--- config.mk ---
export PLATFORM = sky130hd
export DESIGN_NAME = vga_rx_decoder_flat
export DESIGN_NICKNAME = d
export VERILOG_FILES = /design/src/rtl/vga_rx_decoder_if.sv /design/src/rtl/vga_rx_decoder.sv /design/src/flat_wrapper.sv
export SDC_FILE = /design/constraint.sdc
export NUM_CORES = 1
export LEC_CHECK = 0
export BUFFER_PORTS_ARGS = -buffer_cell sky130_fd_sc_hd__buf_4
export CAP_MARGIN = 25
export CORE_ASPECT_RATIO = 0.6
export CORE_UTILIZATION = 55
export CTS_BUF_LIST = sky130_fd_sc_hd__clkbuf_4 sky130_fd_sc_hd__clkbuf_8
export DETAILED_ROUTE_END_ITERATION = 12
export HOLD_SLACK_MARGIN = 0.1
export PLACE_DENSITY = 0.74
export SLEW_MARGIN = 20
export SYNTH_ARGS = -nofsm -noshare
export SYNTH_HDL_FRONTEND = slang
export SYNTH_SLANG_ARGS = --single-unit
--- constraint.sdc ---
create_clock -name CLOCK_50 -period 3.85 [get_ports CLOCK_50]
set_input_delay 0.1925 -clock CLOCK_50 [delete_from_list [all_inputs] [get_ports CLOCK_50]]
set_output_delay 0.1925 -clock CLOCK_50 [all_outputs]
set_load 0.005 [all_outputs]
--- src/rtl/vga_rx_decoder_if.sv ---
`default_nettype none
// ============================================================================
// Module      : vga_rx_decoder_if
// Description : Bundle of the VGA receive stream, error-clear control and
//               the decoded column/row/status results.
//               master = stream source / status consumer, slave = decoder.
// Revision    : 1.0  initial release
// ============================================================================
interface vga_rx_decoder_if;
    logic        pix_en;
    logic        hs_n;
    logic        vs_n;
    logic        blank_n;
    logic [23:0] rgb;
    logic        clear_err;
    logic [10:0] rx_col;
    logic [10:0] rx_row;
    logic        rx_valid;
    logic        frame_start;
    logic        locked;
    logic        err_h;
    logic        err_v;
    logic [15:0] frame_crc;

    modport master (
        output pix_en, hs_n, vs_n, blank_n, rgb, clear_err,
        input  rx_col, rx_row, rx_valid, frame_start, locked, err_h, err_v, frame_crc
    );

    modport slave (
        input  pix_en, hs_n, vs_n, blank_n, rgb, clear_err,
        output rx_col, rx_row, rx_valid, frame_start, locked, err_h, err_v, frame_crc
    );
endinterface
`default_nettype wire

--- src/rtl/vga_rx_decoder.sv ---
`default_nettype none
// ============================================================================
// Module      : vga_rx_decoder
// Description : VGA stream receiver. Recovers pixel column/row from the
//               HS/VS/BLANK_N stream, checks line/frame geometry, reports lock
//               and sticky geometry errors. Optional per-frame CRC-16-CCITT of
//               the active pixels is enabled by defining VGA_RX_CRC_EN.
// Revision    : 1.0  initial release
// ============================================================================
module vga_rx_decoder #(
    parameter int H_ACTIVE    = 640,
    parameter int H_TOTAL     = 800,
    parameter int V_ACTIVE    = 480,
    parameter int V_TOTAL     = 525,
    parameter int LOCK_FRAMES = 2
) (
    input  wire logic        CLOCK_50,
    input  wire logic        reset,
    vga_rx_decoder_if.slave  bus
);
    localparam logic [10:0] c_H_ACTIVE    = 11'(H_ACTIVE);
    localparam logic [10:0] c_H_TOTAL     = 11'(H_TOTAL);
    localparam logic [10:0] c_V_ACTIVE    = 11'(V_ACTIVE);
    localparam logic [10:0] c_V_TOTAL     = 11'(V_TOTAL);
    localparam logic [7:0]  c_LOCK_FRAMES = 8'(LOCK_FRAMES);

    typedef enum logic [1:0] {
        SEARCH = 2'd0,
        TRACK  = 2'd1,
        LOCKED = 2'd2
    } state_t;

    state_t      state_q, state_d;
    logic        hs_prev_q, hs_prev_d, vs_prev_q, vs_prev_d, blank_prev_q, blank_prev_d;
    logic [10:0] col_cnt_q, col_cnt_d, row_cnt_q, row_cnt_d;
    logic [10:0] line_cnt_q, line_cnt_d, hs_cnt_q, hs_cnt_d;
    logic [7:0]  good_cnt_q, good_cnt_d;
    logic        frame_bad_q, frame_bad_d;
    logic [10:0] rx_col_q, rx_col_d, rx_row_q, rx_row_d;
    logic        rx_valid_q, rx_valid_d, frame_start_q, frame_start_d;
    logic        locked_q, locked_d, err_h_q, err_h_d, err_v_q, err_v_d;

    logic        w_hs_fall, w_vs_fall, w_blank_rise, w_blank_fall;
    logic        w_h_mm, w_v_mm;
    logic [10:0] w_hs_cnt_end, w_rows_end;
    logic [7:0]  w_good_next;

    // Counters stick at all-ones so a dead or runaway stream cannot alias a
    // valid length after wrapping.
    function automatic logic [10:0] sat_inc(input logic [10:0] v);
        return (v == 11'h7FF) ? v : v + 11'd1;
    endfunction

    assign w_hs_fall    = bus.pix_en &  hs_prev_q    & ~bus.hs_n;
    assign w_vs_fall    = bus.pix_en &  vs_prev_q    & ~bus.vs_n;
    assign w_blank_rise = bus.pix_en & ~blank_prev_q &  bus.blank_n;
    assign w_blank_fall = bus.pix_en &  blank_prev_q & ~bus.blank_n;

    // An HS edge coincident with the VS edge belongs to the frame that ends.
    assign w_hs_cnt_end = w_hs_fall    ? sat_inc(hs_cnt_q)  : hs_cnt_q;
    assign w_rows_end   = w_blank_fall ? sat_inc(row_cnt_q) : row_cnt_q;

    assign w_h_mm = (w_hs_fall & (line_cnt_q != c_H_TOTAL)) |
                    (w_blank_fall & (col_cnt_q != c_H_ACTIVE));
    assign w_v_mm = w_vs_fall & ((w_hs_cnt_end != c_V_TOTAL) | (w_rows_end != c_V_ACTIVE));

    assign w_good_next = good_cnt_q + 8'd1;

    // Edge history, position counters and per-pixel outputs, advanced per strobe.
    always_comb begin
        hs_prev_d     = hs_prev_q;
        vs_prev_d     = vs_prev_q;
        blank_prev_d  = blank_prev_q;
        col_cnt_d     = col_cnt_q;
        row_cnt_d     = row_cnt_q;
        line_cnt_d    = line_cnt_q;
        hs_cnt_d      = hs_cnt_q;
        rx_col_d      = rx_col_q;
        rx_row_d      = rx_row_q;
        rx_valid_d    = rx_valid_q;
        frame_start_d = w_vs_fall;
        if (bus.pix_en) begin
            hs_prev_d    = bus.hs_n;
            vs_prev_d    = bus.vs_n;
            blank_prev_d = bus.blank_n;
            line_cnt_d   = w_hs_fall ? 11'd1 : sat_inc(line_cnt_q);
            rx_valid_d   = bus.blank_n;
            rx_row_d     = row_cnt_q;
            if (bus.blank_n) begin
                if (w_blank_rise) begin
                    rx_col_d  = 11'd0;
                    col_cnt_d = 11'd1;
                end else begin
                    rx_col_d  = col_cnt_q;
                    col_cnt_d = sat_inc(col_cnt_q);
                end
            end
            if (w_vs_fall) begin
                row_cnt_d = 11'd0;
                hs_cnt_d  = 11'd0;
            end else begin
                if (w_blank_fall) row_cnt_d = sat_inc(row_cnt_q);
                if (w_hs_fall)    hs_cnt_d  = sat_inc(hs_cnt_q);
            end
        end
    end

    // Lock state machine and sticky error flags; a new error beats clear_err.
    always_comb begin
        state_d     = state_q;
        good_cnt_d  = good_cnt_q;
        frame_bad_d = frame_bad_q;
        err_h_d     = err_h_q;
        err_v_d     = err_v_q;
        if (bus.pix_en && bus.clear_err) begin
            err_h_d = 1'b0;
            err_v_d = 1'b0;
        end
        case (state_q)
            SEARCH: begin
                if (w_vs_fall) begin
                    state_d     = TRACK;
                    good_cnt_d  = 8'd0;
                    frame_bad_d = 1'b0;
                end
            end
            TRACK: begin
                if (w_h_mm) begin
                    good_cnt_d  = 8'd0;
                    frame_bad_d = 1'b1;
                end
                if (w_vs_fall) begin
                    frame_bad_d = 1'b0;
                    if (frame_bad_q || w_h_mm || w_v_mm) begin
                        good_cnt_d = 8'd0;
                    end else if (w_good_next >= c_LOCK_FRAMES) begin
                        state_d    = LOCKED;
                        good_cnt_d = 8'd0;
                    end else begin
                        good_cnt_d = w_good_next;
                    end
                end
            end
            LOCKED: begin
                if (w_h_mm || w_v_mm) begin
                    if (w_h_mm) err_h_d = 1'b1;
                    if (w_v_mm) err_v_d = 1'b1;
                    state_d = SEARCH;
                end
            end
            default: state_d = SEARCH;
        endcase
        locked_d = (state_d == LOCKED);
    end

    // State and datapath registers.
    always_ff @(posedge CLOCK_50 or posedge reset) begin
        if (reset) begin
            state_q       <= SEARCH;
            hs_prev_q     <= 1'b1;
            vs_prev_q     <= 1'b1;
            blank_prev_q  <= 1'b1;
            col_cnt_q     <= 11'd0;
            row_cnt_q     <= 11'd0;
            line_cnt_q    <= 11'd0;
            hs_cnt_q      <= 11'd0;
            good_cnt_q    <= 8'd0;
            frame_bad_q   <= 1'b0;
            rx_col_q      <= 11'd0;
            rx_row_q      <= 11'd0;
            rx_valid_q    <= 1'b0;
            frame_start_q <= 1'b0;
            locked_q      <= 1'b0;
            err_h_q       <= 1'b0;
            err_v_q       <= 1'b0;
        end else begin
            state_q       <= state_d;
            hs_prev_q     <= hs_prev_d;
            vs_prev_q     <= vs_prev_d;
            blank_prev_q  <= blank_prev_d;
            col_cnt_q     <= col_cnt_d;
            row_cnt_q     <= row_cnt_d;
            line_cnt_q    <= line_cnt_d;
            hs_cnt_q      <= hs_cnt_d;
            good_cnt_q    <= good_cnt_d;
            frame_bad_q   <= frame_bad_d;
            rx_col_q      <= rx_col_d;
            rx_row_q      <= rx_row_d;
            rx_valid_q    <= rx_valid_d;
            frame_start_q <= frame_start_d;
            locked_q      <= locked_d;
            err_h_q       <= err_h_d;
            err_v_q       <= err_v_d;
        end
    end

    assign bus.rx_col      = rx_col_q;
    assign bus.rx_row      = rx_row_q;
    assign bus.rx_valid    = rx_valid_q;
    assign bus.frame_start = frame_start_q;
    assign bus.locked      = locked_q;
    assign bus.err_h       = err_h_q;
    assign bus.err_v       = err_v_q;

`ifdef VGA_RX_CRC_EN
    localparam logic [15:0] c_CRC_INIT = 16'hFFFF;

    logic [15:0] crc_q, crc_d, frame_crc_q, frame_crc_d;
    logic [15:0] w_crc_base;

    // CRC-16-CCITT (0x1021), one 24-bit pixel per clock, MSB first.
    function automatic logic [15:0] crc_px(input logic [15:0] c, input logic [23:0] d);
        logic [15:0] r;
        r = c;
        for (int i = 23; i >= 0; i--) begin
            if (r[15] ^ d[i]) r = {r[14:0], 1'b0} ^ 16'h1021;
            else              r = {r[14:0], 1'b0};
        end
        return r;
    endfunction

    // A frame boundary publishes the running CRC and restarts it.
    assign w_crc_base = w_vs_fall ? c_CRC_INIT : crc_q;

    // Accumulate active pixels and latch the finished frame value.
    always_comb begin
        frame_crc_d = w_vs_fall ? crc_q : frame_crc_q;
        crc_d       = w_crc_base;
        if (bus.pix_en && bus.blank_n) crc_d = crc_px(w_crc_base, bus.rgb);
    end

    // CRC registers.
    always_ff @(posedge CLOCK_50 or posedge reset) begin
        if (reset) begin
            crc_q       <= c_CRC_INIT;
            frame_crc_q <= 16'd0;
        end else begin
            crc_q       <= crc_d;
            frame_crc_q <= frame_crc_d;
        end
    end

    assign bus.frame_crc = frame_crc_q;
`else
    logic w_unused_rgb;
    assign w_unused_rgb  = ^bus.rgb;
    assign bus.frame_crc = 16'd0;
`endif
endmodule
`default_nettype wire

--- src/flat_wrapper.sv ---
// flat-port wrapper written by rule: the top's interface ports become plain ports
module vga_rx_decoder_flat 
#(
    parameter int H_ACTIVE    = 640,
    parameter int H_TOTAL     = 800,
    parameter int V_ACTIVE    = 480,
    parameter int V_TOTAL     = 525,
    parameter int LOCK_FRAMES = 2
)
  (CLOCK_50, reset, bus_pix_en, bus_hs_n, bus_vs_n, bus_blank_n, bus_rgb, bus_clear_err, bus_rx_col, bus_rx_row, bus_rx_valid, bus_frame_start, bus_locked, bus_err_h, bus_err_v, bus_frame_crc);
  vga_rx_decoder_if bus_i ();
  input  wire logic CLOCK_50;
  input  wire logic reset;
  input wire logic [$bits(bus_i.pix_en)-1:0] bus_pix_en;
  input wire logic [$bits(bus_i.hs_n)-1:0] bus_hs_n;
  input wire logic [$bits(bus_i.vs_n)-1:0] bus_vs_n;
  input wire logic [$bits(bus_i.blank_n)-1:0] bus_blank_n;
  input wire logic [$bits(bus_i.rgb)-1:0] bus_rgb;
  input wire logic [$bits(bus_i.clear_err)-1:0] bus_clear_err;
  output wire logic [$bits(bus_i.rx_col)-1:0] bus_rx_col;
  output wire logic [$bits(bus_i.rx_row)-1:0] bus_rx_row;
  output wire logic [$bits(bus_i.rx_valid)-1:0] bus_rx_valid;
  output wire logic [$bits(bus_i.frame_start)-1:0] bus_frame_start;
  output wire logic [$bits(bus_i.locked)-1:0] bus_locked;
  output wire logic [$bits(bus_i.err_h)-1:0] bus_err_h;
  output wire logic [$bits(bus_i.err_v)-1:0] bus_err_v;
  output wire logic [$bits(bus_i.frame_crc)-1:0] bus_frame_crc;
  assign bus_i.pix_en = bus_pix_en;
  assign bus_i.hs_n = bus_hs_n;
  assign bus_i.vs_n = bus_vs_n;
  assign bus_i.blank_n = bus_blank_n;
  assign bus_i.rgb = bus_rgb;
  assign bus_i.clear_err = bus_clear_err;
  assign bus_rx_col = bus_i.rx_col;
  assign bus_rx_row = bus_i.rx_row;
  assign bus_rx_valid = bus_i.rx_valid;
  assign bus_frame_start = bus_i.frame_start;
  assign bus_locked = bus_i.locked;
  assign bus_err_h = bus_i.err_h;
  assign bus_err_v = bus_i.err_v;
  assign bus_frame_crc = bus_i.frame_crc;
  vga_rx_decoder #(.H_ACTIVE(H_ACTIVE), .H_TOTAL(H_TOTAL), .V_ACTIVE(V_ACTIVE), .V_TOTAL(V_TOTAL), .LOCK_FRAMES(LOCK_FRAMES)) u_core (.CLOCK_50(CLOCK_50), .reset(reset), .bus(bus_i));
endmodule
* Word level (Yosys, flattened, before mapping)
Index checks and enable logic that the tools add are counted.
Operators by class: add/subtract/negate cells 5, $lt $le $gt $ge 1, eq/ne operators 15, mux-type cells 35, bitwise operators 17, reduce and logical (&&, ||, !) cells 10
Operators with widths (count):
- $mux 11 | 11
- $add 11x1->11 const B | 4
- $eq 11x11->1 const B | 4
- $mux 8 | 5
- $ne 11x10->1 const B | 3
- $pmux 8 s2 | 1
- $and 1x1->1 | 11
- $mux 1 | 11
- $ne 11x9->1 const B | 1
- $mux 2 | 5
- $add 8x1->8 const B | 1
- $ge 8x2->1 const B | 1
- $ne 2x1->1 const B | 3
- $pmux 2 s3 | 1
- $reduce_and 3->1 | 2
- $eq 2x2->1 const B | 2
- $not 1->1 | 4
- $reduce_and 2->1 | 2
- $logic_or 1x1->1 | 3
- $ne 3x1->1 const B | 1
- $eq 2x1->1 const B | 1
- $logic_not 2->1 | 1
- $or 1x1->1 | 2
- $pmux 1 s2 | 1
- other kinds (2) | 2
Word-level totals: flip-flop bits (word level) 85, bits of input ports 31, output and inout port bits 43, logic and storage cells 100

* Logic depth before layout (Yosys ltp)
word-level depth 11, gate-level depth with buffers 9, gate-level depth less buffers 8

* Worst setup path before layout
OpenSTA, ideal clock, no wires.
path kind register to register, from reg u_core.hs_cnt_q[0], to reg u_core.err_v_q, in the netlist u_core.bus.err_v, data arrival time 2.309 ns, slack 1.419 ns, stages on the path, launching flop included 10, buffers on the path 1, clock period less this slack 2.431 ns, cell sequence dfrtp_1 -> ha_1 -> and4b_1 -> buf_2 -> and4_1 -> a21oi_1 -> or4_4 -> nor4_4 -> nand2_2 -> a32o_1
On the way: longest elaborated chain between the ends 9
RTL lines:
- start, declared | RTL line vga_rx_decoder.sv:36 | logic [10:0] line_cnt_q, line_cnt_d, hs_cnt_q, hs_cnt_d;
- start signal, assigned | RTL line vga_rx_decoder.sv:184 | hs_cnt_q <= hs_cnt_d;
- $add 11x1->11 or $eq 11x11->1 (tied branches) | RTL line vga_rx_decoder.sv:51 | return (v == 11'h7FF) ? v : v + 11'd1;
- $mux 11
- $mux 11 (*) | RTL line vga_rx_decoder.sv:60 | assign w_hs_cnt_end = w_hs_fall ? sat_inc(hs_cnt_q) : hs_cnt_q;
- $ne 11x10->1 (*) | RTL line vga_rx_decoder.sv:65 | assign w_v_mm = w_vs_fall & ((w_hs_cnt_end != c_V_TOTAL) | (w_rows_end != c_V_ACTIVE));
- $or 1x1->1 (*) | RTL line vga_rx_decoder.sv:65
- $and 1x1->1 (*) | RTL line vga_rx_decoder.sv:65
- $mux 1 or $logic_or 1x1->1 (tied branches) | RTL line vga_rx_decoder.sv:147, vga_rx_decoder.sv:145
- $mux 1 (*) | RTL line vga_rx_decoder.sv:145 | if (w_h_mm || w_v_mm) begin
- $mux 1 (*) | RTL line vga_rx_decoder.sv:119 | case (state_q)
- net u_core.err_v_d | RTL line vga_rx_decoder.sv:41 | logic locked_q, locked_d, err_h_q, err_h_d, err_v_q, err_v_d;
- end signal, assigned | RTL line vga_rx_decoder.sv:193 | err_v_q <= err_v_d;
- end, declared | RTL line vga_rx_decoder.sv:41
The timed path passes the listed nets; every way through them passes the cells marked *. A chain may end at the register's enable or synchronous reset.

* Worst setup path after layout
from reg u_core.blank_prev_q, to reg u_core.err_v_q, in the netlist u_core.bus.err_v
On the way: longest elaborated chain between the ends 9
RTL lines:
- start, declared | RTL line vga_rx_decoder.sv:34 | logic hs_prev_q, hs_prev_d, vs_prev_q, vs_prev_d, blank_prev_q, blank_prev_d;
- start signal, assigned | RTL line vga_rx_decoder.sv:180 | blank_prev_q <= blank_prev_d;
- $and 1x1->1 (*) (2 in a row) | RTL line vga_rx_decoder.sv:57 | assign w_blank_fall = bus.pix_en & blank_prev_q & ~bus.blank_n;
- $mux 11 | RTL line vga_rx_decoder.sv:61 | assign w_rows_end = w_blank_fall ? sat_inc(row_cnt_q) : row_cnt_q;
- $ne 11x9->1 | RTL line vga_rx_decoder.sv:65
- $or 1x1->1 | RTL line vga_rx_decoder.sv:65
- $and 1x1->1 | RTL line vga_rx_decoder.sv:65
- $mux 1 or $logic_or 1x1->1 (tied branches) | RTL line vga_rx_decoder.sv:147, vga_rx_decoder.sv:145
- $mux 1 (*) | RTL line vga_rx_decoder.sv:145
- $mux 1 (*) | RTL line vga_rx_decoder.sv:119
- net u_core.err_v_d | RTL line vga_rx_decoder.sv:41
Marks and branches as above.

==> metrics.yaml <==
timing:
  fin_crit_sh_pct: 73.52
  final.setup.tns_ns: 0
  tightest_slew_ns: 0.7131
  slew_violations: 0
  setup_viol: 0
  hold_viol_final: 0
  clock.fmax_mhz: 353.3
  post-route-min-period_ns: 2.831
  timing.clock.skew_ns: 0.008816
  relSlewSlack_pct: 52.41
  rsz0062_at_grt: "no"
clocking:
  insertion_delay_ns: 0.38
  cts_tree: "yes"
  clk_pin_slew_worst_paths_ns: 0.09
  root_buffer: "clkbuf_8"
  cts_sinks: 85
  cts_inserted_buffers: 9
  cts_resized: 0
  clk_path_buf_depth: 2
  cts_htree_levels: 3
global_route:
  grt_pass1_vias: 3276
  antenna_found_initial: 0
  grt_use_total_pct: 24.69
  grt_pass1_wl_mm: 16.06
  grt.overflow.total: 0
  grt_start_max_net_pins: 56
synth:
  synth-seq-cells: 85
  yosys_warnings: 0
  synth-main-ff-cell: "dfrtp_1"
  ys_seq_area_share_pct: 48.27
  async_flop_share_pct: 100.0
  synth_cell_types: 63
  synth_common_cells: "82 x dfrtp_1, 48 x nor2_1, 47 x nand2_1, 26 x nand3_1, 20 x o21ai_0"
  syn_avg_cell_area_um2: 9.831
  synthCells: 449
  yosysTopAreaCell: "dfrtp_1"
  syn_area_um2: 4414
  synth.area.top_cells: "dfrtp_1 46%, nor2_1 4.1%, nand2_1 4.0%, mux2_2 3.6%, nand3_1 2.9%"
  yosysMostFrequentCell: "dfrtp_1"
  netlist.area_leader.share_pct: 46.49
  synth_edf_count: 0
floorplan:
  start_util_pct: 58.80
  die_h_um: 71.40
  ios: 74
  fp.dieW_um: 117.7
  core_um2: 7507
  die-area_um2: 8400
  rows: 24
route:
  wl_mm: 9.523
  wl_per_cell_um: 16.14
  first_iter_violations: 225
  dr.pass1.iters: 7
  route.detailed.drc: 0
  ant_nets: 0
  vias_per_cell: 5.846
  vias: 3449
power_and_ir_drop:
  vdd_drop_max_mv: 0.1784
  power.density_nw_per_um2: 387.6
  leakagePower_nw: 2.268
critical_path:
  setup.worst_path.end_class: "register"
  slowest_stage: "dfstp_2"
  cp_cell_sequence: "and4b_1 -> nand3_2 -> mux2i_1 -> or4_4 -> nor4_4 -> nand2_2 -> a32o_1"
  arrival_ns: 3.10
  max_stage_delay_ns: 0.74
  cp-start-kind: "register"
  worstPathRequired_ns: 4.12
  path_max_fanout: 16
  critPathKind: "register to register"
outcome:
  status: "finished clean"
cells_and_area:
  stdcell_area_um2: 4910
  antennaDiodeCount: 0
  layout.nets: 520
  fin_cells: 590
  fill_cells: 626
  syn_to_final_growth_pct: 11.22
  layout-drive-gt1-share_pct: 17.49
  final_util_pct: 65.40
placed_design:
  hpwl_mm: 6.541
  post_dp_cell_area_um2: 4651
  gp_congestion: 0.8973
  portBuffers: 33
  dpl.cell_count: 569
min_path:
  hold_class: "primary input to register"
job:
  maxCapViolCount: 0
## cell usage in the layout, fill, tap and decap left out, types with 12 or more instances in the layout
cell,netlist,routed
inv_1,15,14
nand3_1,26,26
mux2_2,14,14
conb_1,1,16
buf_4,17,36
xor2_1,12,12
a21oi_1,13,13
nor2_1,48,48
o21ai_0,20,20
nand4_1,12,12
nand2_1,47,47
dfrtp_1,82,82
## cell type report
type / count / area [um2] / share of cell area (%)
flip-flops and latches: 85 / 2131 / 43.40
inverters: 15 / 57.56 / 1.172
repair buffers: 41 / 330.3 / 6.728
multi-input cells: 329 / 2062 / 42.00
clock inverters: 7 / 75.07 / 1.529
clock buffers: 9 / 123.9 / 2.523
well taps: 104 / 130.1 / 2.650
## path summary, 6_finish.rpt
kind | start | end | slack, ns | cells after the start
worst max-delay path | u_core.blank_prev_q | u_core.bus.err_v | 1.02 | 7
worst min register to register | u_core.bus.err_h | u_core.bus.err_h | 0.48 | 2
worst max register to register | u_core.blank_prev_q | u_core.bus.err_v | 1.02 | 7
worst min-delay path | bus_blank_n | u_core.col_cnt_q[10] | 0.13 | 3
min in group asynchronous | reset | u_core.line_cnt_q[6] | 0.30 | 3
max in group asynchronous | reset | u_core.blank_prev_q | 2.83 | 4
## power by group
| group | leakage [nW] | total (mW) | switching, mW | internal (mW) |
|---|---|---|---|---|
| Clock | 0.0918 | 0.640 | 0.339 | 0.301 |
| Combinational | 1.03 | 0.241 | 0.136 | 0.104 |
| Sequential | 1.15 | 1.02 | 0.0703 | 0.952 |
## cells by family after synthesis
group / after synthesis / share of synthesized area, %
fa+ha+maj: 8 / 2.268
other cells: 1 / 0.08495
buf+inv: 50 / 6.292
flops: 85 / 48.27
xor+xnor: 16 / 3.175
compound gates: 76 / 11.59
mux: 20 / 4.932
simple gates: 193 / 23.38
## metal layers
layer | vias to the layer above | global-route usage [%] | wire (um)
li1 | 1630 | - | -
met1 | 1689 | 34.86 | 4688
met2 | 114 | 36.08 | 4141
met3 | 16 | 7.325 | 564
met4 | 0 | 9.544 | 128
met5 | - | 0 | 0
## state kept, by name, summed over array words and instances, names as in the netlist
name / cells
u_core.bus.rx_col: 11
u_core.bus.rx_row: 11
u_core.col_cnt_q: 11
u_core.hs_cnt_q: 11
u_core.line_cnt_q: 11
u_core.row_cnt_q: 11
u_core.good_cnt_q: 8
u_core.state_q: 2
u_core.blank_prev_q: 1
u_core.bus.err_h: 1
u_core.bus.err_v: 1
u_core.bus.frame_start: 1
u_core.bus.locked: 1
u_core.bus.rx_valid: 1
u_core.frame_bad_q: 1
u_core.hs_prev_q: 1
u_core.vs_prev_q: 1
## metrics by stage
stage | setup slack [ns] | power (mW) | hold WS, ns
4_1_cts | 1.035 | 1.920 | 0.1132
2_1_floorplan | 1.420 | 1.204 | 0.3447
5_1_grt | 0.8480 | 2.002 | 0.1276
3_3_place_gp | 1.063 | 1.260 | 0.4166
6_report | 1.019 | 1.903 | 0.1346
3_5_place_dp | 1.040 | 1.274 | 0.4278
## critical path: cells and delay by family, from the launching register on
family	cells	cell delay (ns)
AO/OA/AOI/OAI	1	0.27
flip-flops	1	0.74
multiplexers	1	0.15
AND/OR/NAND/NOR	5	1.58
## repair_timing
action                    CTS  global route
setup buffers               0             0
hold buffers                4             0
hold endpoints to repair   55             0
Note: power is estimated with default switching activity, not from simulation.
